<file path="src/rtl/cpu_pkg.sv">
// Shared definitions for the 5-stage MIPS-subset pipeline: encodings, ALU ops and
// pipeline register layouts.
package cpu_pkg;

  localparam logic [5:0] OpRtype = 6'h00;
  localparam logic [5:0] OpJ     = 6'h02;
  localparam logic [5:0] OpBeq   = 6'h04;
  localparam logic [5:0] OpBne   = 6'h05;
  localparam logic [5:0] OpAddi  = 6'h08;
  localparam logic [5:0] OpLw    = 6'h23;
  localparam logic [5:0] OpSw    = 6'h2B;

  localparam logic [5:0] FnAdd = 6'h20;
  localparam logic [5:0] FnSub = 6'h22;
  localparam logic [5:0] FnAnd = 6'h24;
  localparam logic [5:0] FnOr  = 6'h25;
  localparam logic [5:0] FnSlt = 6'h2A;

  typedef enum logic [2:0] {AluAdd, AluSub, AluAnd, AluOr, AluSlt} alu_op_e;

  typedef struct packed {
    logic [31:0] pc4;
    logic [31:0] instr;
  } if_id_t;

  typedef struct packed {
    logic        regwrite;
    logic        memread;
    logic        memwrite;
    logic        branch;
    logic        bne;
    logic        alusrc;
    alu_op_e     aluop;
    logic [4:0]  rs;
    logic [4:0]  rt;
    logic [4:0]  dest;
    logic [31:0] rdata1;
    logic [31:0] rdata2;
    logic [31:0] imm;
    logic [31:0] pc4;
  } id_ex_t;

  typedef struct packed {
    logic        regwrite;
    logic        memread;
    logic        memwrite;
    logic [4:0]  dest;
    logic [31:0] alu_result;
    logic [31:0] store_data;
  } ex_mem_t;

  typedef struct packed {
    logic        regwrite;
    logic [4:0]  dest;
    logic [31:0] wdata;
  } mem_wb_t;

  function automatic logic [31:0] sign_ext16(input logic [15:0] v);
    return {{16{v[15]}}, v};
  endfunction

endpackage

</file>
<file path="src/rtl/cpu_regfile.sv">
// 32x32 register file: two combinational read ports, one write port, $0 hardwired to zero.
module cpu_regfile (
  input  logic        clk,
  input  logic        reset,
  input  logic [4:0]  raddr1,
  input  logic [4:0]  raddr2,
  input  logic        we,
  input  logic [4:0]  waddr,
  input  logic [31:0] wdata,
  output logic [31:0] rdata1,
  output logic [31:0] rdata2
);

  logic [31:0] regFile [0:31];

  always_ff @(posedge clk or negedge reset) begin
    if (!reset) begin
      for (int i = 0; i < 32; i++) regFile[i] <= '0;
    end else if (we && waddr != 5'd0) begin
      regFile[waddr] <= wdata;
    end
  end

  // A write landing this cycle is visible to ID immediately.
  always_comb begin
    if (raddr1 == 5'd0)                 rdata1 = '0;
    else if (we && waddr == raddr1)     rdata1 = wdata;
    else                                rdata1 = regFile[raddr1];
    if (raddr2 == 5'd0)                 rdata2 = '0;
    else if (we && waddr == raddr2)     rdata2 = wdata;
    else                                rdata2 = regFile[raddr2];
  end

endmodule

</file>
<file path="src/rtl/cpu.sv">
// 5-stage MIPS-subset pipeline with EX forwarding, load-use stall, branches resolved in EX
// and jumps resolved in ID.
module cpu
  import cpu_pkg::*;
#(
  parameter logic [31:0] RESET_PC = 32'h0000_0000
) (
  input  logic        clk,
  input  logic        reset,
  output logic [31:0] instructionAddress,
  input  logic [31:0] instruction,
  output logic [31:0] dataAddress,
  output logic [31:0] dataIn,
  output logic        MemRead,
  output logic        MemWrite,
  input  logic [31:0] dataOut
);

  logic [31:0] pc_q, pc_d;
  if_id_t      if_id_q, if_id_d;
  id_ex_t      id_ex_q, id_ex_d;
  ex_mem_t     ex_mem_q, ex_mem_d;
  mem_wb_t     mem_wb_q, mem_wb_d;

  logic [5:0]  opcode, funct;
  logic [4:0]  rs, rt, rd;
  logic [31:0] rdata1, rdata2, jump_target;
  logic        jump, stall;
  id_ex_t      dec;

  logic [31:0] fwd_a, fwd_b, alu_b, alu_res, br_target;
  logic        taken;

  cpu_regfile regFile (
    .clk    (clk),
    .reset  (reset),
    .raddr1 (rs),
    .raddr2 (rt),
    .we     (mem_wb_q.regwrite),
    .waddr  (mem_wb_q.dest),
    .wdata  (mem_wb_q.wdata),
    .rdata1 (rdata1),
    .rdata2 (rdata2)
  );

  // ID: decode
  always_comb begin
    opcode      = if_id_q.instr[31:26];
    rs          = if_id_q.instr[25:21];
    rt          = if_id_q.instr[20:16];
    rd          = if_id_q.instr[15:11];
    funct       = if_id_q.instr[5:0];
    jump        = (opcode == OpJ);
    jump_target = {if_id_q.pc4[31:28], if_id_q.instr[25:0], 2'b00};
    dec         = '0;
    dec.aluop   = AluAdd;
    dec.rs      = rs;
    dec.rt      = rt;
    dec.rdata1  = rdata1;
    dec.rdata2  = rdata2;
    dec.imm     = sign_ext16(if_id_q.instr[15:0]);
    dec.pc4     = if_id_q.pc4;
    case (opcode)
      OpRtype: begin
        dec.dest     = rd;
        dec.regwrite = 1'b1;
        case (funct)
          FnAdd:   dec.aluop = AluAdd;
          FnSub:   dec.aluop = AluSub;
          FnAnd:   dec.aluop = AluAnd;
          FnOr:    dec.aluop = AluOr;
          FnSlt:   dec.aluop = AluSlt;
          default: dec.regwrite = 1'b0;
        endcase
      end
      OpAddi: begin
        dec.regwrite = 1'b1;
        dec.alusrc   = 1'b1;
        dec.dest     = rt;
      end
      OpLw: begin
        dec.regwrite = 1'b1;
        dec.memread  = 1'b1;
        dec.alusrc   = 1'b1;
        dec.dest     = rt;
      end
      OpSw: begin
        dec.memwrite = 1'b1;
        dec.alusrc   = 1'b1;
      end
      OpBeq: dec.branch = 1'b1;
      OpBne: begin
        dec.branch = 1'b1;
        dec.bne    = 1'b1;
      end
      default: ;
    endcase
    stall = id_ex_q.memread && (id_ex_q.dest == rs || id_ex_q.dest == rt);
  end

  // EX: forwarding (EX/MEM wins over MEM/WB), ALU and branch resolution
  always_comb begin
    fwd_a = id_ex_q.rdata1;
    if (ex_mem_q.regwrite && ex_mem_q.dest != 5'd0 && ex_mem_q.dest == id_ex_q.rs)
      fwd_a = ex_mem_q.alu_result;
    else if (mem_wb_q.regwrite && mem_wb_q.dest != 5'd0 && mem_wb_q.dest == id_ex_q.rs)
      fwd_a = mem_wb_q.wdata;
    fwd_b = id_ex_q.rdata2;
    if (ex_mem_q.regwrite && ex_mem_q.dest != 5'd0 && ex_mem_q.dest == id_ex_q.rt)
      fwd_b = ex_mem_q.alu_result;
    else if (mem_wb_q.regwrite && mem_wb_q.dest != 5'd0 && mem_wb_q.dest == id_ex_q.rt)
      fwd_b = mem_wb_q.wdata;
    alu_b = id_ex_q.alusrc ? id_ex_q.imm : fwd_b;
    case (id_ex_q.aluop)
      AluAdd:  alu_res = fwd_a + alu_b;
      AluSub:  alu_res = fwd_a - alu_b;
      AluAnd:  alu_res = fwd_a & alu_b;
      AluOr:   alu_res = fwd_a | alu_b;
      AluSlt:  alu_res = {31'd0, $signed(fwd_a) < $signed(alu_b)};
      default: alu_res = fwd_a + alu_b;
    endcase
    taken     = id_ex_q.branch && ((fwd_a == fwd_b) != id_ex_q.bne);
    br_target = id_ex_q.pc4 + {id_ex_q.imm[29:0], 2'b00};

    ex_mem_d.regwrite   = id_ex_q.regwrite;
    ex_mem_d.memread    = id_ex_q.memread;
    ex_mem_d.memwrite   = id_ex_q.memwrite;
    ex_mem_d.dest       = id_ex_q.dest;
    ex_mem_d.alu_result = alu_res;
    ex_mem_d.store_data = fwd_b;
  end

  // MEM: load data is folded into the writeback value here
  always_comb begin
    mem_wb_d.regwrite = ex_mem_q.regwrite;
    mem_wb_d.dest     = ex_mem_q.dest;
    mem_wb_d.wdata    = ex_mem_q.memread ? dataOut : ex_mem_q.alu_result;
  end

  // Front-end steering: a taken branch beats a stall, which beats a jump.
  always_comb begin
    pc_d          = pc_q + 32'd4;
    if_id_d.pc4   = pc_q + 32'd4;
    if_id_d.instr = instruction;
    id_ex_d       = dec;
    if (taken) begin
      pc_d    = br_target;
      if_id_d = '0;
      id_ex_d = '0;
    end else if (stall) begin
      pc_d    = pc_q;
      if_id_d = if_id_q;
      id_ex_d = '0;
    end else if (jump) begin
      pc_d    = jump_target;
      if_id_d = '0;
    end
  end

  always_ff @(posedge clk or negedge reset) begin
    if (!reset) begin
      pc_q     <= RESET_PC;
      if_id_q  <= '0;
      id_ex_q  <= '0;
      ex_mem_q <= '0;
      mem_wb_q <= '0;
    end else begin
      pc_q     <= pc_d;
      if_id_q  <= if_id_d;
      id_ex_q  <= id_ex_d;
      ex_mem_q <= ex_mem_d;
      mem_wb_q <= mem_wb_d;
    end
  end

  assign instructionAddress = pc_q;
  assign dataAddress        = ex_mem_q.alu_result;
  assign dataIn             = ex_mem_q.store_data;
  assign MemRead            = ex_mem_q.memread;
  assign MemWrite           = ex_mem_q.memwrite;

endmodule

</file>
<file path="config.mk">
export PLATFORM = sky130hd
export DESIGN_NAME = cpu
export DESIGN_NICKNAME = d
export VERILOG_FILES = /design/src/rtl/cpu_pkg.sv /design/src/rtl/cpu_regfile.sv /design/src/rtl/cpu.sv
export SDC_FILE = /design/constraint.sdc
export NUM_CORES = 2
export LEC_CHECK = 0
export CELL_PAD_IN_SITES_DETAIL_PLACEMENT = 0
export CELL_PAD_IN_SITES_GLOBAL_PLACEMENT = 1
export CORE_UTILIZATION = 59
export CTS_BUF_LIST = sky130_fd_sc_hd__clkbuf_4 sky130_fd_sc_hd__clkbuf_8
export CTS_CLUSTER_DIAMETER = 30
export DETAILED_ROUTE_END_ITERATION = 6
export GPL_ROUTABILITY_DRIVEN = 0
export PLACE_DENSITY = 0.95
export SYNTH_ARGS = -nofsm -noshare
export SYNTH_HDL_FRONTEND = slang
export SYNTH_SLANG_ARGS = --single-unit
</file>
<file path="constraint.sdc">
create_clock -name clk -period 10.9 [get_ports clk]
set_clock_uncertainty 0.1 [all_clocks]
set_input_delay 2.18 -clock clk [delete_from_list [all_inputs] [get_ports clk]]
set_output_delay 2.18 -clock clk [all_outputs]
set_load 0.01 [all_outputs]
</file>
### Word level (Yosys, flattened, before mapping)

Index checks and enable logic that the tools add are counted.

* $add $sub $neg: 4
* magnitude comparators: 5
* equal/unequal tests: 26
* muxes and demuxes: 38
* bitwise operators: 5
* reductions and logical operators: 21

Operators with widths (number)
* $bwmux 1024: 1
* $mux 32: 18
* $bmux 32 s5: 2
* $mux 152: 2
* $mux 64: 3
* $demux 32 s5: 1
* $pmux 32 s4: 1
* $add 32x32->32: 2
* $eq 6x6->1 const B: 7
* $eq 5x5->1: 8
* $add 32x3->32 const B: 1
* $and 32x32->32: 1
* $eq 32x32->1: 1
* $lt 32x32->1: 1
* $or 32x32->32: 1
* $sub 32x32->32: 1
* $ge 6x6->1 const B: 3
* $not 5->6: 3
* $eq 6x3->1 const B: 2
* $pmux 3 s4: 1
* $logic_and 1x1->1: 11
* $logic_not 5->1: 2
* $pmux 5 s2: 1
* $reduce_bool 5->1: 2
* 16 further kinds: 23

* bits in registers: 1382
* input bits: 66
* output and inout bits: 98
* word-level logic and storage cells: 157

### Longest topological paths before layout

* depth after elaboration: 9
* mapped depth: 23
* depth with buffers taken out: 20

### By module

A second synthesis with hierarchy kept.

* cells, all modules: 6341
* area total of the unflattened synthesis: 77667.0 sq um

Modules (own cells, without submodules)
* cpu_regfile: instances 1, cells each 3872, area an instance 55025.3 sq um, seq. area each 25624.6 sq um
* cpu: instances 1, cells each 2469, area an instance 22641.7 sq um, seq. area each 8558.2 sq um

### Worst setup path before layout

No wires, ideal clock.

* path kind: register -> register
* start: register ex_mem_q[65] (netlist name)
* end: register ex_mem_q, in the netlist dataAddress[31]
* setup time: 0.139 ns
* arrival: 5.511 ns
* path slack: 5.151 ns
* stages on the path, launching flop included: 21
* buffers on the path: 3
* cell sequence: dfrtp_1 -> or4_1 -> o21ai_1 -> or3_1 -> buf_2 -> clkbuf_1 -> clkbuf_1 -> a21oi_1 -> mux2_2 -> ha_1 -> o21ba_2 -> o21bai_1 -> a2111oi_0 -> o41ai_1 -> a31oi_1 -> o31ai_1 -> a311oi_1 -> nor2_1 -> a311oi_1 -> mux2i_1 -> or4b_1

RTL lines
* start: declaration: RTL line cpu.sv:22 `ex_mem_t ex_mem_q, ex_mem_d;`
* start signal: assignment: RTL line cpu.sv:171 `ex_mem_q <= ex_mem_d;`

==> out/qor.csv <==
metric,value,unit
cp_max_fo,32,
worstRegToRegCells,20,
wl_per_cell,30.0,µm
async_flop_share,1.00,
finalMaxSlewViolations,0,
port_buffers,163,
grt_max_degree,190,
switching_power,3.59,mW
cts_buffer_depth,4,
worst_hold_slack,263,ps
dr.pass1.iters,7,
fin_crit,6940,ps
grt_pass1_vias,55379,
cts_sinks,1366,
antenna_found_initial,11,
cp-startpoint,mem_wb_q[34],
h-tree-depth,5,
post-cts-setup-buffers,0,
fin_nets,5926,
drcViolationCount,2,
intPower,10.0,mW
vias,54212,
worstSetupEndpoint,dataAddress[31],
max_freq,0.144,GHz
reg2reg_from,mem_wb_q[34],
cp.depth,20,
post-route-period-util,0.637,
postSynthCellCount,5822,
drt_wl_total,231,mm
clk_transition_reported_paths,60,ps
synth_cell_types,74,
grt_usage,0.354,
comb_power_share,0.114,
status,"complete, but fails checks",
num_rows,132,
crit_path_start_kind,flip-flop,
synth_area,0.0770,mm²
grt_pass1_wl,350,mm
finalSetupViolCount,0,
drive_gt1_frac,0.399,
postSynthAreaPerCell,13.2,µm²
finalSetupTns,0,ps
cp_top_family,compound AO/OA/AOI/OAI gates,
start_util,0.594,
final_cells,7694,
worst-setup-path-type,reg -> reg,
swShare,0.264,
ant_nets,0,
crit_chain,xnor2_1 > nand4_1 > a211oi_4 > buf_4 > mux2i_1 > a21oi_1 > mux2_2 > ha_1 > nor2b_1 > or2_0 > a2111oi_0 > o41ai_1 > buf_4 > a31oi_1 > o31ai_1 > a311oi_1 > nor2_1 > a311oi_1 > mux2i_1 > or4b_1,
reg2reg_to,dataAddress[31],
clkPwrFrac,0.480,
ys_seq_area_frac,0.444,
ir_drop,0.120,mV
holdBufCountCts,0,
viasPerCell,7.05,
dpl.cell_count,7172,
hp-class,reg -> reg,
cp.arrival,7690,ps
use_met2,0.535,
synthFlopType,dfrtp_1,
place_area,0.0792,mm²
clock-root-buffer,clkbuf_8,
worst_ep_required_time,11650,ps
cts_tree,built,
power_density,158,mW/mm²
die_area,0.132,mm²
max-slew-margin-rel,0.0892,
dieWidth,363,µm
cts_resized,0,
postLayoutCellArea,0.0861,mm²
tightest_slew,1370,ps
dp_hpwl,138,mm
crit_buf_inv,2,
rsz0062_at_grt,no,
grt_overflow,0,
die_h,363,µm
cts_buffers,299,
coreArea,0.129,mm²
ys_warn_count,0,
final_hold_viol_count,0,
seq_power_share,0.407,
area_delta_synth_final,11.9,%
leakage,39.1,nW
busiest_layer,met2,
failed_checks,DRC,
grtUsageMet1,0.460,
ys_ff_latch,1366,
drtIter0Drc,7051,
slowest_stage,dfrtp_1,
slowest_delay,740,ps
clkLatencyLatePin,1010,ps
syn_nets,6017,
met3_usage,0.103,
max_cap_violations,0,
ff2ff_setup_slack,3960,ps
synth_edf_count,0,
endpoint_kind,flip-flop,
io_pins,164,
synthesized netlist by cell type, types with 6 or more instances:
library cell | n | area, µm²
dfrtp_1 | 1366 | 34200
mux2_2 | 1040 | 11700
mux4_2 | 640 | 14400
clkbuf_1 | 457 | 1720
nor2_1 | 294 | 1100
a21oi_1 | 267 | 1340
nand2_1 | 165 | 619
mux2i_1 | 160 | 1600
ha_1 | 126 | 1580
inv_1 | 117 | 439
buf_1 | 106 | 398
xnor2_1 | 89 | 780
o21ai_0 | 87 | 435
nor4_1 | 77 | 482
buf_4 | 72 | 541
nand3_1 | 70 | 350
nor3b_1 | 61 | 458
nor3_1 | 58 | 290
a221o_1 | 45 | 450
o21a_1 | 41 | 308
o221ai_1 | 40 | 350
xor2_1 | 39 | 342
a221oi_1 | 37 | 324
a21o_1 | 33 | 248
a22oi_1 | 30 | 225
buf_2 | 24 | 120
o21bai_1 | 23 | 173
nor2b_1 | 22 | 138
nand2b_1 | 21 | 131
o22ai_1 | 20 | 125
a211oi_1 | 16 | 120
a31oi_1 | 14 | 87.6
nand4_1 | 13 | 81.3
or3_1 | 13 | 81.3
and3_1 | 10 | 62.6
o211ai_1 | 10 | 75.1
nand3b_1 | 8 | 60.1
o31ai_1 | 8 | 60.1
and2_1 | 7 | 43.8
mux2_1 | 6 | 67.6
nand4b_1 | 6 | 52.6
layout make-up:
class                      count  area [µm²]
clock buffer                 385        5080
timing repair buffer         270        2580
clock inverter               130        1830
multi-input combinational   3677       39700
sequential                  1366       34200
inverter                     117         439
tap                         1742        2180
antenna                        7        17.5
fill                        8680       43400
metrics by stage:
| step | total power [mW] | util | worst slack, ps |
|---|---|---|---|
| 4_1_cts | 13.6 | 0.665 | 4080 |
| 6_report | 13.6 | 0.665 | 3960 |
| 3_5_place_dp | 7.13 | 0.611 | 4090 |
| 5_1_grt | 14.1 | 0.665 | 3420 |
| 3_3_place_gp | 7.10 | 0.611 | 4240 |
| 2_1_floorplan | 6.54 | - | 5150 |
flip-flops by register name, indices dropped and copies added (netlist names):
name and flops:
instructionAddress 32, dataIn 32, mem_wb_q 38, MemWrite 1, if_id_q 6, ex_mem_d 8, dec 58, regFile.regFile 1024
id_ex_q 128, dataAddress 32, MemRead 1, ex_mem_q 6
metal layers:
layer  routed length [µm]  up-vias
met3                26300      879
li1                     -    21798
met1                84000    27941
met2               106000     3582
met4                14300       12
met5                   70        -
power by group through the flow:
stage	registers, mW	clock network (mW)	logic (mW)
after floorplan	5.50	0	1.04
after global placement	5.60	0	1.50
after detailed placement	5.61	0	1.53
after CTS	5.52	6.56	1.54
after global routing	5.55	6.82	1.69
final	5.53	6.53	1.54
cells by family (layout without fill, tap and decap cells):
| logic type | after synthesis | in the layout | share of synthesized area |
|---|---|---|---|
| fa+ha+maj | 130 | 130 | 0.0214 |
| compound gates | 721 | 721 | 0.0621 |
| xor+xnor | 128 | 128 | 0.0146 |
| mux | 1847 | 1847 | 0.361 |
| other cells | 0 | 7 | 0 |
| flops | 1366 | 1366 | 0.444 |
| buf+inv | 779 | 902 | 0.0422 |
| simple gates | 851 | 851 | 0.0542 |
layout by cell type, fill, tap and decap left out, types with 16 or more instances in the layout:
master,synthesis,routed
a211oi_1,16,16
a21o_1,33,33
a21oi_1,267,267
a221o_1,45,45
a221oi_1,37,37
a22oi_1,30,30
buf_4,72,97
bufinv_16,0,42
clkbuf_4,0,35
clkbuf_8,0,350
clkdlybuf4s50_1,0,162
clkinv_2,0,44
clkinvlp_4,0,28
dfrtp_1,1366,1355
ha_1,126,126
inv_1,117,117
mux2_2,1040,1040
mux2i_1,160,160
mux4_2,640,640
nand2_1,165,149
nand2_2,0,16
nand2b_1,21,21
nand3_1,70,69
nor2_1,294,277
nor2b_1,22,22
nor3_1,58,56
nor3b_1,61,60
nor4_1,77,77
o21a_1,41,41
o21ai_0,87,87
o21bai_1,23,23
o221ai_1,40,40
o22ai_1,20,20
xnor2_1,89,88
xor2_1,39,38
worst reg2reg max path: stages (launching register included):
cell       delay [ps]
dfrtp_1           740
xnor2_1           200
nand4_1           160
a211oi_4          180
buf_4             540
mux2i_1           450
a21oi_1           160
mux2_2            340
ha_1              440
nor2b_1            90
or2_0             200
a2111oi_0         710
o41ai_1           150
buf_4             190
a31oi_1           490
o31ai_1           260
a311oi_1          330
nor2_1            120
a311oi_1          350
mux2i_1           110
or4b_1            510
worst min-delay path by stage:
stage	start	endpoint	slack, ps	cells after the start
2_1_floorplan	ex_mem_d[69]	MemWrite	230	0
3_3_place_gp	ex_mem_d[69]	MemWrite	240	0
3_5_place_dp	ex_mem_d[69]	MemWrite	240	0
4_1_cts	ex_mem_d[69]	MemWrite	260	0
5_1_grt	ex_mem_d[69]	MemWrite	270	0
6_report	ex_mem_d[69]	MemWrite	260	0
No activity file was read; power rests on OpenSTA's default activity.
